## config.mk

```make
export PLATFORM = sky130hd
export DESIGN_NAME = cache_fill_ctrl
export DESIGN_NICKNAME = d
export VERILOG_FILES = /design/src/rtl/cache_fill_ctrl.sv
export SDC_FILE = /design/constraint.sdc
export NUM_CORES = 1
export LEC_CHECK = 0
export BUFFER_PORTS_ARGS = -buffer_cell sky130_fd_sc_hd__buf_2
export CORE_AREA = 2 2 74 76
export CTS_BUF_LIST = sky130_fd_sc_hd__clkbuf_2 sky130_fd_sc_hd__clkbuf_4 sky130_fd_sc_hd__clkbuf_8
export DETAILED_ROUTE_END_ITERATION = 6
export DIE_AREA = 0 0 76 78
export PLACE_DENSITY = 0.9
export SLEW_MARGIN = 20
export SYNTH_ARGS = -nofsm -noshare
export SYNTH_HDL_FRONTEND = slang
export SYNTH_SLANG_ARGS = --single-unit
```

## constraint.sdc

```tcl
create_clock -name clk -period 3.8 [get_ports clk]
set_clock_uncertainty 0.2 [all_clocks]
set_input_delay 0.57 -clock clk [delete_from_list [all_inputs] [get_ports clk]]
set_output_delay 0.57 -clock clk [all_outputs]
set_load 0.05 [all_outputs]
```

## src/rtl/cache_fill_ctrl.sv

```systemverilog
// Shared I/D cache miss handler: fetches a 16-byte block from main memory for
// one cache at a time (dcache first) and passes write-through stores to memory.
module cache_fill_ctrl (
    input  logic        clk,
    input  logic        rst,
    input  logic        icache_miss_detected,
    input  logic [15:0] icache_miss_addr,
    input  logic        dcache_miss_detected,
    input  logic [15:0] dcache_miss_addr,
    input  logic        dcache_write_enable,
    input  logic [15:0] dcache_write_addr,
    input  logic [15:0] dcache_write_data,
    input  logic [15:0] mainmem_read_data,
    input  logic        mainmem_data_valid,
    output logic        stall_n,
    output logic [15:0] icache_fill_data,
    output logic [15:0] icache_fill_addr,
    output logic        icache_write_data_array,
    output logic        icache_write_tag_array,
    output logic [15:0] dcache_fill_data,
    output logic [15:0] dcache_fill_addr,
    output logic        dcache_write_data_array,
    output logic        dcache_write_tag_array,
    output logic [15:0] mainmem_addr,
    output logic [15:0] mainmem_write_data,
    output logic        mainmem_enable,
    output logic        mainmem_wr,
    output logic [1:0]  debug_state
);

    typedef enum logic [1:0] {
        IDLE = 2'd0,
        FILL = 2'd1,
        DONE = 2'd2
    } state_t;

    state_t      state, state_next;
    logic        owner, owner_next;          // 0 = icache, 1 = dcache
    logic [3:0]  issue_cnt, issue_cnt_next;
    logic [2:0]  rx_cnt, rx_cnt_next;
    logic [15:0] base, base_next;
    logic [15:0] rx_addr;

    assign debug_state = state;
    assign rx_addr     = base + {12'b0, rx_cnt, 1'b0};

    always_ff @(posedge clk) begin
        if (rst) begin
            state     <= IDLE;
            owner     <= 1'b0;
            issue_cnt <= 4'd0;
            rx_cnt    <= 3'd0;
            base      <= 16'd0;
        end else begin
            state     <= state_next;
            owner     <= owner_next;
            issue_cnt <= issue_cnt_next;
            rx_cnt    <= rx_cnt_next;
            base      <= base_next;
        end
    end

    // Memory handshake: a request is accepted every cycle mainmem_enable=1 (no
    // back-pressure); read data returns in order, one word per cycle that
    // mainmem_data_valid=1, with no ready path back to memory.
    always_comb begin
        state_next              = state;
        owner_next              = owner;
        issue_cnt_next          = issue_cnt;
        rx_cnt_next             = rx_cnt;
        base_next               = base;
        icache_fill_data        = 16'd0;
        icache_fill_addr        = 16'd0;
        icache_write_data_array = 1'b0;
        icache_write_tag_array  = 1'b0;
        dcache_fill_data        = 16'd0;
        dcache_fill_addr        = 16'd0;
        dcache_write_data_array = 1'b0;
        dcache_write_tag_array  = 1'b0;
        mainmem_addr            = 16'd0;
        mainmem_write_data      = 16'd0;
        mainmem_enable          = 1'b0;
        mainmem_wr              = 1'b0;
        stall_n = (state == IDLE) & ~icache_miss_detected & ~dcache_miss_detected;

        case (state)
            IDLE: begin
                if (dcache_miss_detected) begin
                    owner_next     = 1'b1;
                    base_next      = dcache_miss_addr & 16'hFFF0;
                    issue_cnt_next = 4'd0;
                    rx_cnt_next    = 3'd0;
                    state_next     = FILL;
                end else if (icache_miss_detected) begin
                    owner_next     = 1'b0;
                    base_next      = icache_miss_addr & 16'hFFF0;
                    issue_cnt_next = 4'd0;
                    rx_cnt_next    = 3'd0;
                    state_next     = FILL;
                end else if (dcache_write_enable) begin
                    mainmem_enable     = 1'b1;
                    mainmem_wr         = 1'b1;
                    mainmem_addr       = dcache_write_addr;
                    mainmem_write_data = dcache_write_data;
                end
            end
            FILL: begin
                if (issue_cnt < 4'd8) begin
                    mainmem_enable = 1'b1;
                    mainmem_addr   = base + {11'b0, issue_cnt, 1'b0};
                    issue_cnt_next = issue_cnt + 4'd1;
                end
                if (mainmem_data_valid) begin
                    if (owner) begin
                        dcache_fill_data        = mainmem_read_data;
                        dcache_fill_addr        = rx_addr;
                        dcache_write_data_array = 1'b1;
                        dcache_write_tag_array  = (rx_cnt == 3'd7);
                    end else begin
                        icache_fill_data        = mainmem_read_data;
                        icache_fill_addr        = rx_addr;
                        icache_write_data_array = 1'b1;
                        icache_write_tag_array  = (rx_cnt == 3'd7);
                    end
                    rx_cnt_next = rx_cnt + 3'd1;
                    if (rx_cnt == 3'd7)
                        state_next = DONE;
                end
            end
            DONE: begin
                state_next = IDLE;
            end
            default: begin
                state_next = IDLE;
            end
        endcase

        // A reset cycle must not leak requests or strobes from an aborted fill.
        if (rst) begin
            icache_fill_data        = 16'd0;
            icache_fill_addr        = 16'd0;
            icache_write_data_array = 1'b0;
            icache_write_tag_array  = 1'b0;
            dcache_fill_data        = 16'd0;
            dcache_fill_addr        = 16'd0;
            dcache_write_data_array = 1'b0;
            dcache_write_tag_array  = 1'b0;
            mainmem_addr            = 16'd0;
            mainmem_write_data      = 16'd0;
            mainmem_enable          = 1'b0;
            mainmem_wr              = 1'b0;
        end
    end

endmodule

```

[Word-level counts from Yosys, hierarchy flattened]
Cells that the tools add are included.
Widths: inputs -> output; s select.
Storage, ports and cells
  bits in registers: 26
  input port bits: 86
  output and inout port bits: 105
  logic and storage cells: 95
Operators by class
  add/subtract/negate cells: 4
  $lt $le $gt $ge: 1
  equal/unequal tests: 6
  multiplexer cells: 68
  bitwise gates (word level): 4
  reduce and logical (&&, ||, !) cells: 7
Operator list (count)
  $mux 16: 28
  $pmux 16 s2: 1
  $mux 1: 25
  $add 16x4->16: 1
  $add 16x5->16: 1
  $mux 4: 3
  $mux 3: 3
  $reduce_and 3->1: 3
  $mux 2: 4
  $pmux 4 s2: 1
  $ne 2x2->1 const B: 3
  $pmux 3 s2: 1
  $add 4x1->4 const B: 1
  $lt 4x4->1 const B: 1
  $pmux 2 s2: 1
  $reduce_bool 2->1: 2
  $add 3x1->3 const B: 1
  $eq 3x3->1 const B: 1
  $ne 3x3->1 const B: 1
  $and 1x1->1: 2
  $eq 2x1->1 const B: 1
  $logic_not 2->1: 1
  $not 1->1: 2
  $pmux 1 s2: 1
  $reduce_and 2->1: 1

[Logic depth before layout (Yosys ltp)]
Gate-level depths: netlist of the first run.
  depth after elaboration: 5
  gate-level depth with buffers: 6
  depth with buffers taken out: 4

[Worst setup path after synthesis of the first run]
Ideal clock, no wire load.
  path kind: input to output
  start point: input port dcache_miss_detected
  end point: output port mainmem_enable
  data arrival time: 2376 ps
  required time: 3030 ps
  setup slack: 654 ps
  cell stages on the path: 3
  path buffers: 1
  path through: buf_6 > or4b_4 > a21boi_0
Between the ends
  cells in the longest elaborated chain, start to end: 3
Ends and longest elaborated chain
  from (decl): RTL line 8  | input logic dcache_miss_detected,
  $mux 1: RTL line 88  | if (dcache_miss_detected) begin
  $pmux 1 s2: RTL line 86  | case (state)
  $mux 1: RTL line 139  | if (rst) begin
  to (decl): RTL line 26  | output logic mainmem_enable,
No other way between the ends.

[Final worst setup path of the first run]
  start point: register state[0], in the netlist debug_state[0]
  end point: output port mainmem_addr[12]
Between the ends
  cells in the longest elaborated chain, start to end: 3
  elaborated cells on any way between the ends: 4
  classes of those cells: 1 x eq/ne; 2 x mux; 1 x reduce/logical
Ends and longest elaborated chain
  from (decl): RTL line 37  | state_t state, state_next;
  from (signal assigned): RTL line 55  | state <= state_next;
  $eq 2x1->1 or $logic_not 2->1 (tied branches): RTL line 86
  $pmux 16 s2 *: RTL line 86
  $mux 16 *: RTL line 139
  to (decl): RTL line 24  | output logic [15:0] mainmem_addr,
Every way passes the cells marked *; elsewhere a longest branch is shown, timed or not.

==> results of run 1 <==
logic make-up after synthesis:
| kind of cell | Yosys count | synth area share, % |
|---|---|---|
| other cells | 1 | 0.205 |
| flops | 22 | 24.1 |
| buf+inv | 26 | 7.59 |
| fa+ha+maj | 3 | 2.05 |
| mux | 12 | 6.56 |
| compound gates | 58 | 22.0 |
| simple gates | 109 | 37.5 |
critical path, cell delays in order, from the launching register on:
cell and delay, ps:
sky130_fd_sc_hd__dfxtp_1 520, sky130_fd_sc_hd__or2b_1 290, sky130_fd_sc_hd__nor3_2 820, sky130_fd_sc_hd__a22o_1 280, sky130_fd_sc_hd__buf_2 260
worst paths after layout:
path / from / end
max reg2reg: debug_state[1] / base[14]
max: debug_state[0] / mainmem_addr[12]
min reg2reg: owner / owner
min: owner / owner
per-layer routing:
metal / up-vias / GRT usage [%]
met2: 114 / 36.1
met5: - / 0
li1: 1129 / -
met1: 1012 / 24.9
met3: 6 / 2.91
met4: 0 / 4.00
final cells by class:
cell class              count  area, µm²  area share (%)
multi-input cells         184       1260            45.5
repair buffers            184        931            33.6
flip-flops and latches     22        440            15.9
well taps                  70       87.6            3.16
clock buffers               3       41.3            1.49
inverters                   3       11.3           0.406
placed cells by master, fill, tap and decap left out, types with 4 or more instances in the layout:
cell type / instances
sky130_fd_sc_hd__a211oi_1: 12
sky130_fd_sc_hd__a21oi_1: 20
sky130_fd_sc_hd__a22o_1: 14
sky130_fd_sc_hd__and2_1: 81
sky130_fd_sc_hd__buf_2: 180
sky130_fd_sc_hd__buf_4: 4
sky130_fd_sc_hd__dfxtp_1: 22
sky130_fd_sc_hd__mux2i_1: 12
sky130_fd_sc_hd__nand2_1: 5
sky130_fd_sc_hd__nor2_1: 4
sky130_fd_sc_hd__o211ai_1: 4
power by group:
group          switching, mW  internal [mW]  total [mW]
Combinational          0.148         0.0785       0.227
Sequential            0.0216          0.248       0.269
Clock                 0.0696         0.0705       0.140
registers in the layout, summed over array words and instances (netlist names):
| name | flops |
|---|---|
| debug_state | 2 |
| owner | 1 |
| issue_cnt | 4 |
| rx_cnt | 3 |
| base | 12 |
through the flow:
stage                     instances  setup slack [ps]  instance area [µm²]  utilization [%]
after detailed placement        463               660                 2730             54.1
after global routing            466               447                 2770             55.0
after global placement          463               730                 2730             54.1
after floorplan                 232               654                 1830                -
after CTS                       466               626                 2770             55.0
final                           466               602                 2770             55.0
==> metrics.txt, run 1 <==
# TYPE chip_impl_metric gauge
chip_impl_info{name="status",value="completed"} 1
chip_impl_metric{name="met2_length",unit="µm"} 3220
chip_impl_metric{name="htreeDepth",unit=""} 1
chip_impl_metric{name="maxCapViolCount",unit=""} 0
chip_impl_info{name="clock_tree_from_tritoncts",value="built"} 1
chip_impl_info{name="critical_path_class",value="reg -> out"} 1
chip_impl_metric{name="floorplan.die.height",unit="µm"} 78
chip_impl_metric{name="critPathArrivalTime",unit="ps"} 2430
chip_impl_metric{name="number_of_buffers_added_on_ports",unit=""} 180
chip_impl_metric{name="pwr_density_cell",unit="nW/µm²"} 230
chip_impl_metric{name="floorplan.initialDensity",unit="%"} 36.3
chip_impl_metric{name="grt_first_pass_wirelength",unit="µm"} 9850
chip_impl_metric{name="detailroute.wirelength.met3",unit="µm"} 416
chip_impl_metric{name="postSynthRegisterBits",unit=""} 22
chip_impl_metric{name="fin_crit_sh",unit="%"} 84.2
chip_impl_metric{name="gr-total-overflow",unit=""} 0
chip_impl_metric{name="postRouteWirelength",unit="µm"} 6410
chip_impl_metric{name="wirelength_met1",unit="µm"} 2720
chip_impl_info{name="end_kind",value="primary output"} 1
chip_impl_metric{name="num_io_pins",unit=""} 191
chip_impl_metric{name="via_per_inst",unit=""} 4.85
chip_impl_metric{name="tns",unit="ps"} 0
chip_impl_metric{name="dieWidth",unit="µm"} 76
chip_impl_metric{name="total_power",unit="mW"} 0.636
chip_impl_metric{name="post_route_minimum_period",unit="ps"} 3200
chip_impl_metric{name="core_area",unit="µm²"} 5040
chip_impl_metric{name="post_synthesis_cells",unit=""} 231
chip_impl_metric{name="fmaxAchievable",unit="MHz"} 313
chip_impl_metric{name="timing.final.hold_violations",unit=""} 0
chip_impl_metric{name="synthesis.area_per_instance",unit="µm²"} 7.92
chip_impl_metric{name="area_growth_syn_to_layout",unit="%"} 51.4
chip_impl_metric{name="power.leakage",unit="nW"} 1.62
chip_impl_metric{name="drtAntennaViolNets",unit=""} 0
chip_impl_info{name="yosysMostFrequentCell",value="sky130_fd_sc_hd__and2_1"} 1
chip_impl_metric{name="synth.top_cell.area_share",unit="%"} 27.7
chip_impl_metric{name="numCtsBuffers",unit=""} 3
chip_impl_metric{name="synth-edff-count",unit=""} 0
chip_impl_metric{name="tightest_slew",unit="ps"} 1070
chip_impl_metric{name="pin_count_of_the_biggest_net_entering_global_routing",unit=""} 26
chip_impl_metric{name="post_cts_buffers",unit=""} 0
chip_impl_metric{name="insertion_delay",unit="ps"} 250
chip_impl_info{name="root_buffer",value="sky130_fd_sc_hd__clkbuf_8"} 1
chip_impl_metric{name="clock_path_buffers",unit=""} 2
chip_impl_metric{name="grt_use_total",unit="%"} 19.8
chip_impl_metric{name="path_max_fanout",unit=""} 14
chip_impl_metric{name="maxSlewViolCount",unit=""} 0
chip_impl_metric{name="fin_worst_hold_slack",unit="ps"} 295
chip_impl_info{name="hold_path.class",value="reg -> reg"} 1
chip_impl_metric{name="setup_violations",unit=""} 0
chip_impl_metric{name="post_route_cells_drive_above_1_share",unit="%"} 48.7
chip_impl_metric{name="irDropWorstVdd",unit="V"} 0.000220
chip_impl_metric{name="drtPass1Iterations",unit=""} 4
chip_impl_metric{name="yosys_warnings",unit=""} 0
chip_impl_metric{name="postCtsHoldBufs",unit=""} 0
chip_impl_metric{name="num-nets-final",unit=""} 487
chip_impl_metric{name="num-fill-cells",unit=""} 472
chip_impl_metric{name="netlist-cell-type-count",unit=""} 38
chip_impl_info{name="start_kind",value="flop"} 1
chip_impl_metric{name="synth_seq_area_share",unit="%"} 24.1
chip_impl_metric{name="async_reset_ff_share",unit="%"} 0
chip_impl_metric{name="rrSetupSlack",unit="ps"} 1720
chip_impl_metric{name="detail_route.iter0.violations",unit=""} 82
chip_impl_metric{name="gp_routability_congestion",unit=""} 0.780
chip_impl_metric{name="worst_r2r_path_depth",unit=""} 3
chip_impl_metric{name="worst-endpoint-required",unit="ps"} 3030
chip_impl_metric{name="design.die.area",unit="µm²"} 5930
chip_impl_info{name="yosys.area.top_type",value="sky130_fd_sc_hd__and2_1"} 1
chip_impl_info{name="synth_commonest_cells",value="81 x sky130_fd_sc_hd__and2_1, 22 x sky130_fd_sc_hd__dfxtp_1, 20 x sky130_fd_sc_hd__a21oi_1"} 1
chip_impl_metric{name="clock_sink_count",unit=""} 22
chip_impl_info{name="synth_top_cells_by_area",value="sky130_fd_sc_hd__and2_1 28%, sky130_fd_sc_hd__dfxtp_1 24%, sky130_fd_sc_hd__a22o_1 6.7%"} 1
chip_impl_metric{name="antenna_found_initial",unit=""} 0
chip_impl_metric{name="whs_path_depth",unit=""} 2
chip_impl_metric{name="post_cts_resize_count",unit=""} 0
chip_impl_metric{name="dr_total_vias",unit=""} 2261
chip_impl_metric{name="post-route-drc-count",unit=""} 0
chip_impl_info{name="highest_signal_layer_in_the_routed_design",value="met4"} 1
chip_impl_metric{name="floorplan.rows",unit=""} 26
chip_impl_metric{name="drt-wirelength-per-cell",unit="µm"} 13.8
chip_impl_metric{name="post-dp-hpwl",unit="µm"} 5150
chip_impl_metric{name="mapped_area",unit="µm²"} 1830
chip_impl_info{name="grt_setup_unrepaired",value="no"} 1
chip_impl_metric{name="via_count_of_the_first_global_routing_pass",unit=""} 2060
chip_impl_metric{name="worst_slew_margin_rel",unit="%"} 28.0
chip_impl_metric{name="n_antenna_cell",unit=""} 0
chip_impl_metric{name="clk_transition_reported_paths",unit="ps"} 80
chip_impl_info{name="synthFlopType",value="sky130_fd_sc_hd__dfxtp_1"} 1
(Power assumes the default switching activity.)
==> run 2: changes to the inputs <==
--- a/config.mk
+++ b/config.mk
@@ -6,11 +6,12 @@
 export NUM_CORES = 1
 export LEC_CHECK = 0
 export BUFFER_PORTS_ARGS = -buffer_cell sky130_fd_sc_hd__buf_2
-export CORE_AREA = 2 2 74 76
+export CORE_ASPECT_RATIO = 1.2
+export CORE_MARGIN = 1.5
+export CORE_UTILIZATION = 33
 export CTS_BUF_LIST = sky130_fd_sc_hd__clkbuf_2 sky130_fd_sc_hd__clkbuf_4 sky130_fd_sc_hd__clkbuf_8
 export DETAILED_ROUTE_END_ITERATION = 6
-export DIE_AREA = 0 0 76 78
-export PLACE_DENSITY = 0.9
+export PLACE_DENSITY = 0.87
 export SLEW_MARGIN = 20
 export SYNTH_ARGS = -nofsm -noshare
 export SYNTH_HDL_FRONTEND = slang
==> constraint.sdc (replaced) <==
create_clock -name clk -period 2.59 [get_ports clk]
set_clock_uncertainty 0.2 [all_clocks]
set_input_delay 0.3885 -clock clk [delete_from_list [all_inputs] [get_ports clk]]
set_output_delay 0.3885 -clock clk [all_outputs]
set_load 0.05 [all_outputs]
==> metrics.txt, run 2 (synthesis gave the netlist of run 1 again) <==
# TYPE chip_impl_metric gauge
chip_impl_metric{name="floorplan.initialDensity",unit="%"} 34.3
chip_impl_metric{name="postRouteWirelength",unit="µm"} 6870
chip_impl_metric{name="maxSlewViolCount",unit=""} 0
chip_impl_metric{name="n_antenna_cell",unit=""} 0
chip_impl_metric{name="fin_crit_sh",unit="%"} 97.9
chip_impl_metric{name="gr-total-overflow",unit=""} 0
chip_impl_metric{name="via_per_inst",unit=""} 4.93
chip_impl_metric{name="grt_use_total",unit="%"} 21.8
chip_impl_metric{name="area_growth_syn_to_layout",unit="%"} 55.8
chip_impl_info{name="critical_path_class",value="reg -> out"} 1
chip_impl_metric{name="via_count_of_the_first_global_routing_pass",unit=""} 2106
chip_impl_metric{name="total_power",unit="mW"} 0.987
chip_impl_metric{name="floorplan.rows",unit=""} 29
chip_impl_info{name="max_flop_register",value="base"} 1
chip_impl_metric{name="path_max_fanout",unit=""} 33
chip_impl_info{name="critPathTopFamily",value="simple AND/OR/NAND/NOR gates"} 1
chip_impl_metric{name="tightest_slew",unit="ps"} 861
chip_impl_metric{name="number_of_buffers_added_on_ports",unit=""} 180
chip_impl_info{name="most_common_cell_after_layout_fill_and_taps_aside",value="sky130_fd_sc_hd__buf_2"} 1
chip_impl_metric{name="detail_route.iter0.violations",unit=""} 57
chip_impl_metric{name="post_route_minimum_period",unit="ps"} 2540
chip_impl_metric{name="critical-path-max-stage-delay",unit="ps"} 550
chip_impl_metric{name="design.die.area",unit="µm²"} 6000
chip_impl_metric{name="clock_sink_count",unit=""} 22
chip_impl_metric{name="irDropWorstVdd",unit="V"} 0.000227
chip_impl_metric{name="critPathArrivalTime",unit="ps"} 1950
chip_impl_info{name="start_kind",value="flop"} 1
chip_impl_metric{name="postCtsHoldBufs",unit=""} 0
chip_impl_metric{name="globalRouteMet1Util",unit="%"} 29.0
chip_impl_metric{name="num-fill-cells",unit=""} 513
chip_impl_info{name="end_kind",value="primary output"} 1
chip_impl_metric{name="dieWidth",unit="µm"} 71.0
chip_impl_metric{name="worst-endpoint-required",unit="ps"} 2000
chip_impl_metric{name="floorplan.die.height",unit="µm"} 84.6
chip_impl_info{name="crit_path_cell_trace",value="or4b_4, nor3_4, buf_12, and2_1, buf_2"} 1
chip_impl_metric{name="maxCapViolCount",unit=""} 0
chip_impl_metric{name="core_area",unit="µm²"} 5330
chip_impl_info{name="status",value="completed"} 1
chip_impl_metric{name="timing.final.hold_violations",unit=""} 0
chip_impl_info{name="clock_tree_from_tritoncts",value="built"} 1
chip_impl_metric{name="post-dp-hpwl",unit="µm"} 5650
chip_impl_info{name="root_buffer",value="sky130_fd_sc_hd__clkbuf_8"} 1
chip_impl_metric{name="post_route_cells_drive_above_1_share",unit="%"} 52.0
chip_impl_metric{name="num_io_pins",unit=""} 191
chip_impl_metric{name="gp_routability_congestion",unit=""} 0.931
chip_impl_metric{name="grt_use_met2",unit="%"} 35.7
chip_impl_metric{name="insertion_delay",unit="ps"} 260
chip_impl_info{name="grt_setup_unrepaired",value="no"} 1
chip_impl_metric{name="num-nets-final",unit=""} 492
chip_impl_metric{name="post_dp_cell_area",unit="µm²"} 2800
chip_impl_metric{name="worst_slack_setup_final",unit="ps"} 53.7
chip_impl_metric{name="fin_worst_hold_slack",unit="ps"} 202
chip_impl_metric{name="pwr_density_cell",unit="nW/µm²"} 346
chip_impl_metric{name="setup_violations",unit=""} 0
chip_impl_metric{name="flip_flop_count_of_the_largest_register_after_layout",unit=""} 12
chip_impl_metric{name="drtPass1Iterations",unit=""} 4
chip_impl_metric{name="rrSetupSlack",unit="ps"} 460
chip_impl_metric{name="finish.cell_count_without_fillers",unit=""} 464
chip_impl_metric{name="pin_count_of_the_biggest_net_entering_global_routing",unit=""} 34
chip_impl_info{name="cp_slowest_cell",value="sky130_fd_sc_hd__or4b_4"} 1
chip_impl_metric{name="post_cts_resize_count",unit=""} 0
chip_impl_metric{name="dr_total_vias",unit=""} 2286
chip_impl_metric{name="clk_transition_reported_paths",unit="ps"} 80
chip_impl_metric{name="drt-wirelength-per-cell",unit="µm"} 14.8
chip_impl_metric{name="antenna_found_initial",unit=""} 0
chip_impl_metric{name="htreeDepth",unit=""} 1
chip_impl_metric{name="critPathBufInv",unit=""} 2
chip_impl_metric{name="tns",unit="ps"} 0
chip_impl_metric{name="worst_slew_margin_rel",unit="%"} 42.4
chip_impl_metric{name="numCtsBuffers",unit=""} 3
chip_impl_info{name="grt-busiest-layer",value="met2"} 1
chip_impl_metric{name="post-place-ws",unit="ps"} 179
chip_impl_metric{name="placedCellCount",unit=""} 460
chip_impl_metric{name="post_cts_buffers",unit=""} 0
chip_impl_metric{name="fmaxAchievable",unit="MHz"} 394
chip_impl_metric{name="post-route-drc-count",unit=""} 0
chip_impl_info{name="commonest_cells_after_routing_fill_and_taps_aside",value="179 x sky130_fd_sc_hd__buf_2, 81 x sky130_fd_sc_hd__and2_1, 22 x sky130_fd_sc_hd__dfxtp_1"} 1
chip_impl_metric{name="drtAntennaViolNets",unit=""} 0
chip_impl_metric{name="grt_first_pass_wirelength",unit="µm"} 10500
chip_impl_metric{name="grt_util_met3",unit="%"} 5.04
chip_impl_metric{name="power.leakage",unit="nW"} 1.66
chip_impl_metric{name="clock_path_buffers",unit=""} 2
chip_impl_info{name="reg.largest.list",value="base: 12 flops, issue_cnt: 4 flops, rx_cnt: 3 flops"} 1
chip_impl_metric{name="postLayoutCoreUtil",unit="%"} 53.5
chip_impl_info{name="hold_path.class",value="in -> reg"} 1
chip_impl_metric{name="final_cell_area",unit="µm²"} 2850
[run 2: cell count changes in the layout (fill, tap and decap cells not counted)]
cell,previous run,this run
sky130_fd_sc_hd__a21boi_0,1,0
sky130_fd_sc_hd__a21boi_1,0,1
sky130_fd_sc_hd__a22o_1,14,4
sky130_fd_sc_hd__a22o_2,0,10
sky130_fd_sc_hd__buf_12,0,2
sky130_fd_sc_hd__buf_2,180,179
sky130_fd_sc_hd__buf_4,4,8
sky130_fd_sc_hd__clkbuf_8,3,4
[run 2: metal layers]
layer,vias up,wire (µm)
li1,1142,-
met1,1028,2870
met2,114,3260
met3,2,704
met4,0,42
met5,-,0
[run 2: power breakdown]
group | internal (mW) | total (mW) | switching, mW | leakage [nW]
clock network | 0.135 | 0.244 | 0.109 | 0.0288
registers | 0.363 | 0.391 | 0.0276 | 0.181
logic | 0.125 | 0.352 | 0.227 | 1.45
[run 2: worst reg2reg max path: stages, from the launching register on]
cell and delay, ps:
sky130_fd_sc_hd__dfxtp_1 320, sky130_fd_sc_hd__buf_4 170, sky130_fd_sc_hd__or2_2 390, sky130_fd_sc_hd__nor2_1 690
sky130_fd_sc_hd__a211oi_1 190
[run 2: final timing paths]
| kind | from | to | cells past startpoint |
|---|---|---|---|
| setup / recovery | debug_state[0] | mainmem_write_data[5] | 5 |
| hold / removal | mainmem_data_valid | debug_state[1] | 3 |
| setup reg to reg | debug_state[0] | base[12] | 4 |
| hold reg to reg | owner | owner | 2 |
[run 2: cell type report]
class | count | area, µm² | area share, %
repair buffers | 189 | 996 | 34.9
multi-input cells | 184 | 1270 | 44.6
well taps | 62 | 77.6 | 2.72
flip-flops and latches | 22 | 440 | 15.4
inverters | 3 | 11.3 | 0.395
clock buffers | 4 | 55.1 | 1.93
==> run 3: changes to the inputs <==
--- a/config.mk
+++ b/config.mk
@@ -5,14 +5,16 @@
 export SDC_FILE = /design/constraint.sdc
 export NUM_CORES = 1
 export LEC_CHECK = 0
+export ABC_AREA = 1
 export BUFFER_PORTS_ARGS = -buffer_cell sky130_fd_sc_hd__buf_2
 export CORE_ASPECT_RATIO = 1.2
 export CORE_MARGIN = 1.5
-export CORE_UTILIZATION = 33
+export CORE_UTILIZATION = 34
 export CTS_BUF_LIST = sky130_fd_sc_hd__clkbuf_2 sky130_fd_sc_hd__clkbuf_4 sky130_fd_sc_hd__clkbuf_8
 export DETAILED_ROUTE_END_ITERATION = 6
 export PLACE_DENSITY = 0.87
-export SLEW_MARGIN = 20
+export SKIP_CTS_REPAIR_TIMING = 1
+export SLEW_MARGIN = 0
 export SYNTH_ARGS = -nofsm -noshare
 export SYNTH_HDL_FRONTEND = slang
 export SYNTH_SLANG_ARGS = --single-unit
==> metrics.txt, run 3 <==
# TYPE chip_impl_metric gauge
chip_impl_info{name="status",value="completed"} 1
chip_impl_metric{name="fmaxAchievable",unit="MHz"} 401
chip_impl_metric{name="floorplan.die.height",unit="µm"} 86.9
chip_impl_metric{name="setup_violations",unit=""} 0
chip_impl_metric{name="insertion_delay",unit="ps"} 260
chip_impl_metric{name="postRouteWirelength",unit="µm"} 7220
chip_impl_metric{name="postSynthRegisterBits",unit=""} 22
chip_impl_info{name="yosys.area.top_type",value="sky130_fd_sc_hd__dfxtp_1"} 1
chip_impl_metric{name="num-nets-final",unit=""} 619
chip_impl_metric{name="floorplan.rows",unit=""} 30
chip_impl_info{name="max_flop_register",value="base"} 1
chip_impl_metric{name="power.leakage",unit="nW"} 1.82
chip_impl_metric{name="num-fill-cells",unit=""} 564
chip_impl_metric{name="drtAntennaViolNets",unit=""} 0
chip_impl_metric{name="pin_count_of_the_biggest_net_entering_global_routing",unit=""} 34
chip_impl_info{name="grt_setup_unrepaired",value="yes"} 1
chip_impl_metric{name="globalRouteMet1Util",unit="%"} 25.1
chip_impl_metric{name="number_of_buffers_added_on_ports",unit=""} 180
chip_impl_metric{name="timing.final.hold_violations",unit=""} 0
chip_impl_info{name="yosysMostFrequentCell",value="sky130_fd_sc_hd__nor2_1"} 1
chip_impl_metric{name="fin_worst_hold_slack",unit="ps"} 210
chip_impl_metric{name="via_per_inst",unit=""} 4.52
chip_impl_metric{name="area_growth_syn_to_layout",unit="%"} 56.5
chip_impl_metric{name="seq_power_share",unit="%"} 34.9
chip_impl_metric{name="post_synthesis_cells",unit=""} 359
chip_impl_info{name="synthFlopType",value="sky130_fd_sc_hd__dfxtp_1"} 1
chip_impl_metric{name="clock_path_buffers",unit=""} 2
chip_impl_metric{name="grt_use_met2",unit="%"} 39.9
chip_impl_metric{name="n_antenna_cell",unit=""} 0
chip_impl_metric{name="async_reset_ff_share",unit="%"} 0
chip_impl_metric{name="htreeDepth",unit=""} 1
chip_impl_info{name="clock_tree_from_tritoncts",value="built"} 1
chip_impl_metric{name="post-dp-hpwl",unit="µm"} 5660
chip_impl_info{name="reg.largest.list",value="base: 12 flops, issue_cnt: 4 flops, rx_cnt: 3 flops"} 1
chip_impl_metric{name="comb_power_share",unit="%"} 36.2
chip_impl_info{name="hold_end",value="debug_state[1]"} 1
chip_impl_metric{name="worst_slew_margin_rel",unit="%"} 58.2
chip_impl_metric{name="numCtsBuffers",unit=""} 3
chip_impl_info{name="cp_slowest_cell",value="sky130_fd_sc_hd__dfxtp_1"} 1
chip_impl_info{name="start_kind",value="flop"} 1
chip_impl_metric{name="grt_use_total",unit="%"} 21.0
chip_impl_metric{name="irDropWorstVdd",unit="V"} 0.000217
chip_impl_metric{name="synth-edff-count",unit=""} 0
chip_impl_info{name="r2r_start",value="debug_state[0]"} 1
chip_impl_metric{name="total_power",unit="mW"} 1.11
chip_impl_metric{name="post-route-drc-count",unit=""} 0
chip_impl_info{name="critPathTopFamily",value="simple AND/OR/NAND/NOR gates"} 1
chip_impl_metric{name="path_max_fanout",unit=""} 33
chip_impl_metric{name="synth.top_cell.area_share",unit="%"} 22.1
chip_impl_metric{name="synthesis.area_per_instance",unit="µm²"} 5.56
chip_impl_metric{name="maxCapViolCount",unit=""} 0
chip_impl_info{name="end_kind",value="primary output"} 1
chip_impl_metric{name="pwr-share-clk",unit="%"} 29.0
chip_impl_info{name="crit_path_cell_trace",value="inv_1, nand2_2, inv_4, nand2_2, inv_2, nand3_4, nor2_1, clkbuf_4"} 1
chip_impl_metric{name="worst_r2r_path_depth",unit=""} 6
chip_impl_info{name="most_common_cell_after_layout_fill_and_taps_aside",value="sky130_fd_sc_hd__buf_2"} 1
chip_impl_metric{name="post_route_minimum_period",unit="ps"} 2490
chip_impl_metric{name="gp_routability_congestion",unit=""} 0.852
chip_impl_info{name="root_buffer",value="sky130_fd_sc_hd__clkbuf_8"} 1
chip_impl_metric{name="drt-wirelength-per-cell",unit="µm"} 11.9
chip_impl_metric{name="clk_transition_reported_paths",unit="ps"} 80
chip_impl_metric{name="dr_total_vias",unit=""} 2753
chip_impl_metric{name="tightest_slew",unit="ps"} 624
chip_impl_metric{name="mapped_area",unit="µm²"} 1990
chip_impl_metric{name="fin_crit_sh",unit="%"} 96.2
chip_impl_metric{name="worst-endpoint-required",unit="ps"} 2000
chip_impl_metric{name="clock_sink_count",unit=""} 22
chip_impl_metric{name="num_io_pins",unit=""} 191
chip_impl_metric{name="grt_util_met3",unit="%"} 1.85
chip_impl_info{name="critical_path_class",value="reg -> out"} 1
chip_impl_metric{name="detail_route.iter0.violations",unit=""} 111
chip_impl_metric{name="dieWidth",unit="µm"} 72.9
chip_impl_metric{name="drtPass1Iterations",unit=""} 7
chip_impl_metric{name="postLayoutCoreUtil",unit="%"} 55.1
chip_impl_metric{name="critPathArrivalTime",unit="ps"} 1900
chip_impl_metric{name="netlist-cell-type-count",unit=""} 25
chip_impl_metric{name="core_area",unit="µm²"} 5670
chip_impl_metric{name="tns",unit="ps"} 0
chip_impl_metric{name="critical-path-max-stage-delay",unit="ps"} 340
chip_impl_metric{name="netSwitchingPower",unit="mW"} 0.418
chip_impl_metric{name="floorplan.initialDensity",unit="%"} 35.2
chip_impl_metric{name="rrSetupSlack",unit="ps"} 1120
chip_impl_info{name="cpMostUsedCell",value="sky130_fd_sc_hd__nand2_2"} 1
chip_impl_metric{name="flip_flop_count_of_the_largest_register_after_layout",unit=""} 12
chip_impl_metric{name="yosys_warnings",unit=""} 0
chip_impl_metric{name="sw_frac_of_total",unit="%"} 37.7
chip_impl_metric{name="synth_seq_area_share",unit="%"} 22.1
chip_impl_info{name="regToRegEndpoint",value="rx_cnt[2]"} 1
chip_impl_metric{name="maxSlewViolCount",unit=""} 0
chip_impl_info{name="hold_path.class",value="in -> reg"} 1
chip_impl_metric{name="grt_first_pass_wirelength",unit="µm"} 10600
chip_impl_info{name="grt-busiest-layer",value="met2"} 1
chip_impl_metric{name="design.die.area",unit="µm²"} 6340
chip_impl_metric{name="post_route_cells_drive_above_1_share",unit="%"} 40.5
chip_impl_metric{name="pwr_density_cell",unit="nW/µm²"} 356
chip_impl_metric{name="gr-total-overflow",unit=""} 0
chip_impl_metric{name="p_int",unit="mW"} 0.692
chip_impl_metric{name="post-place-ws",unit="ps"} 370
chip_impl_info{name="commonest_cells_after_routing_fill_and_taps_aside",value="123 x sky130_fd_sc_hd__buf_2, 90 x sky130_fd_sc_hd__nor2_1, 89 x sky130_fd_sc_hd__nand2_1"} 1
chip_impl_metric{name="worst_slack_setup_final",unit="ps"} 97.7
chip_impl_info{name="synth_top_cells_by_area",value="sky130_fd_sc_hd__dfxtp_1 22%, sky130_fd_sc_hd__nor2_1 17%, sky130_fd_sc_hd__nand2_1 17%"} 1
chip_impl_metric{name="via_count_of_the_first_global_routing_pass",unit=""} 2324
chip_impl_info{name="worst_hold_startpoint",value="mainmem_data_valid"} 1
chip_impl_metric{name="antenna_found_initial",unit=""} 0
chip_impl_info{name="synth_commonest_cells",value="90 x sky130_fd_sc_hd__nor2_1, 89 x sky130_fd_sc_hd__nand2_1, 59 x sky130_fd_sc_hd__inv_1"} 1
chip_impl_metric{name="critPathBufInv",unit=""} 4
chip_impl_metric{name="whs_path_depth",unit=""} 3
-- run 3: kinds of logic (layout without fill, tap and decap cells) --
logic type / count (synthesis) / in the layout / share of synthesized area, %
AO/OA/AOI/OAI: 52 / 52 / 14.1
other: 1 / 2 / 0.188
adder cells (fa/ha/maj): 3 / 3 / 1.88
flip-flops: 22 / 22 / 22.1
buffers and inverters: 83 / 252 / 20.0
AND/OR/NAND/NOR: 198 / 198 / 41.7
-- run 3: how the worst max path moves through the flow --
stage | startpoint | to | cells after the start
final | debug_state[1] | dcache_fill_data[4] | 8
after global routing | debug_state[0] | icache_fill_data[2] | 7
after CTS | debug_state[1] | dcache_fill_addr[2] | 8
after global placement | dcache_miss_detected | mainmem_write_data[15] | 7
after floorplan | debug_state[0] | dcache_fill_data[10] | 7
after detailed placement | dcache_miss_detected | mainmem_write_data[15] | 7
-- run 3: through the flow --
step	instances	instance area, µm²
after floorplan	360	2030
after global placement	605	2910
after detailed placement	605	2910
after CTS	609	2980
after global routing	609	3120
final	609	3120
-- run 3: per-layer routing --
| metal | vias up | wire (µm) |
|---|---|---|
| met3 | 10 | 435 |
| li1 | 1409 | - |
| met4 | 0 | 106 |
| met1 | 1209 | 2910 |
| met2 | 125 | 3770 |
| met5 | - | 0 |
-- run 3: final cells by class --
type / instances / area (µm²) / area share [%]
multi-input combinational: 255 / 1190 / 38.2
clock buffer: 3 / 41.3 / 1.32
tap: 80 / 100 / 3.21
inverter: 64 / 244 / 7.82
timing repair buffer: 184 / 1070 / 34.4
clock inverter: 1 / 30.0 / 0.962
sequential: 22 / 440 / 14.1
-- run 3: power by group through the flow --
| stage | Combinational [mW] | Clock (mW) | Sequential, mW |
|---|---|---|---|
| 2_1_floorplan | 0.277 | 0 | 0.394 |
| 3_3_place_gp | 0.387 | 0 | 0.394 |
| 3_5_place_dp | 0.394 | 0 | 0.395 |
| 4_1_cts | 0.395 | 0.331 | 0.387 |
| 5_1_grt | 0.441 | 0.341 | 0.391 |
| 6_report | 0.401 | 0.322 | 0.387 |
-- run 3: tightest hold or removal path: stages --
cell and delay (ps):
sky130_fd_sc_hd__buf_2 120, sky130_fd_sc_hd__nand2_1 70, sky130_fd_sc_hd__nor3_1 50
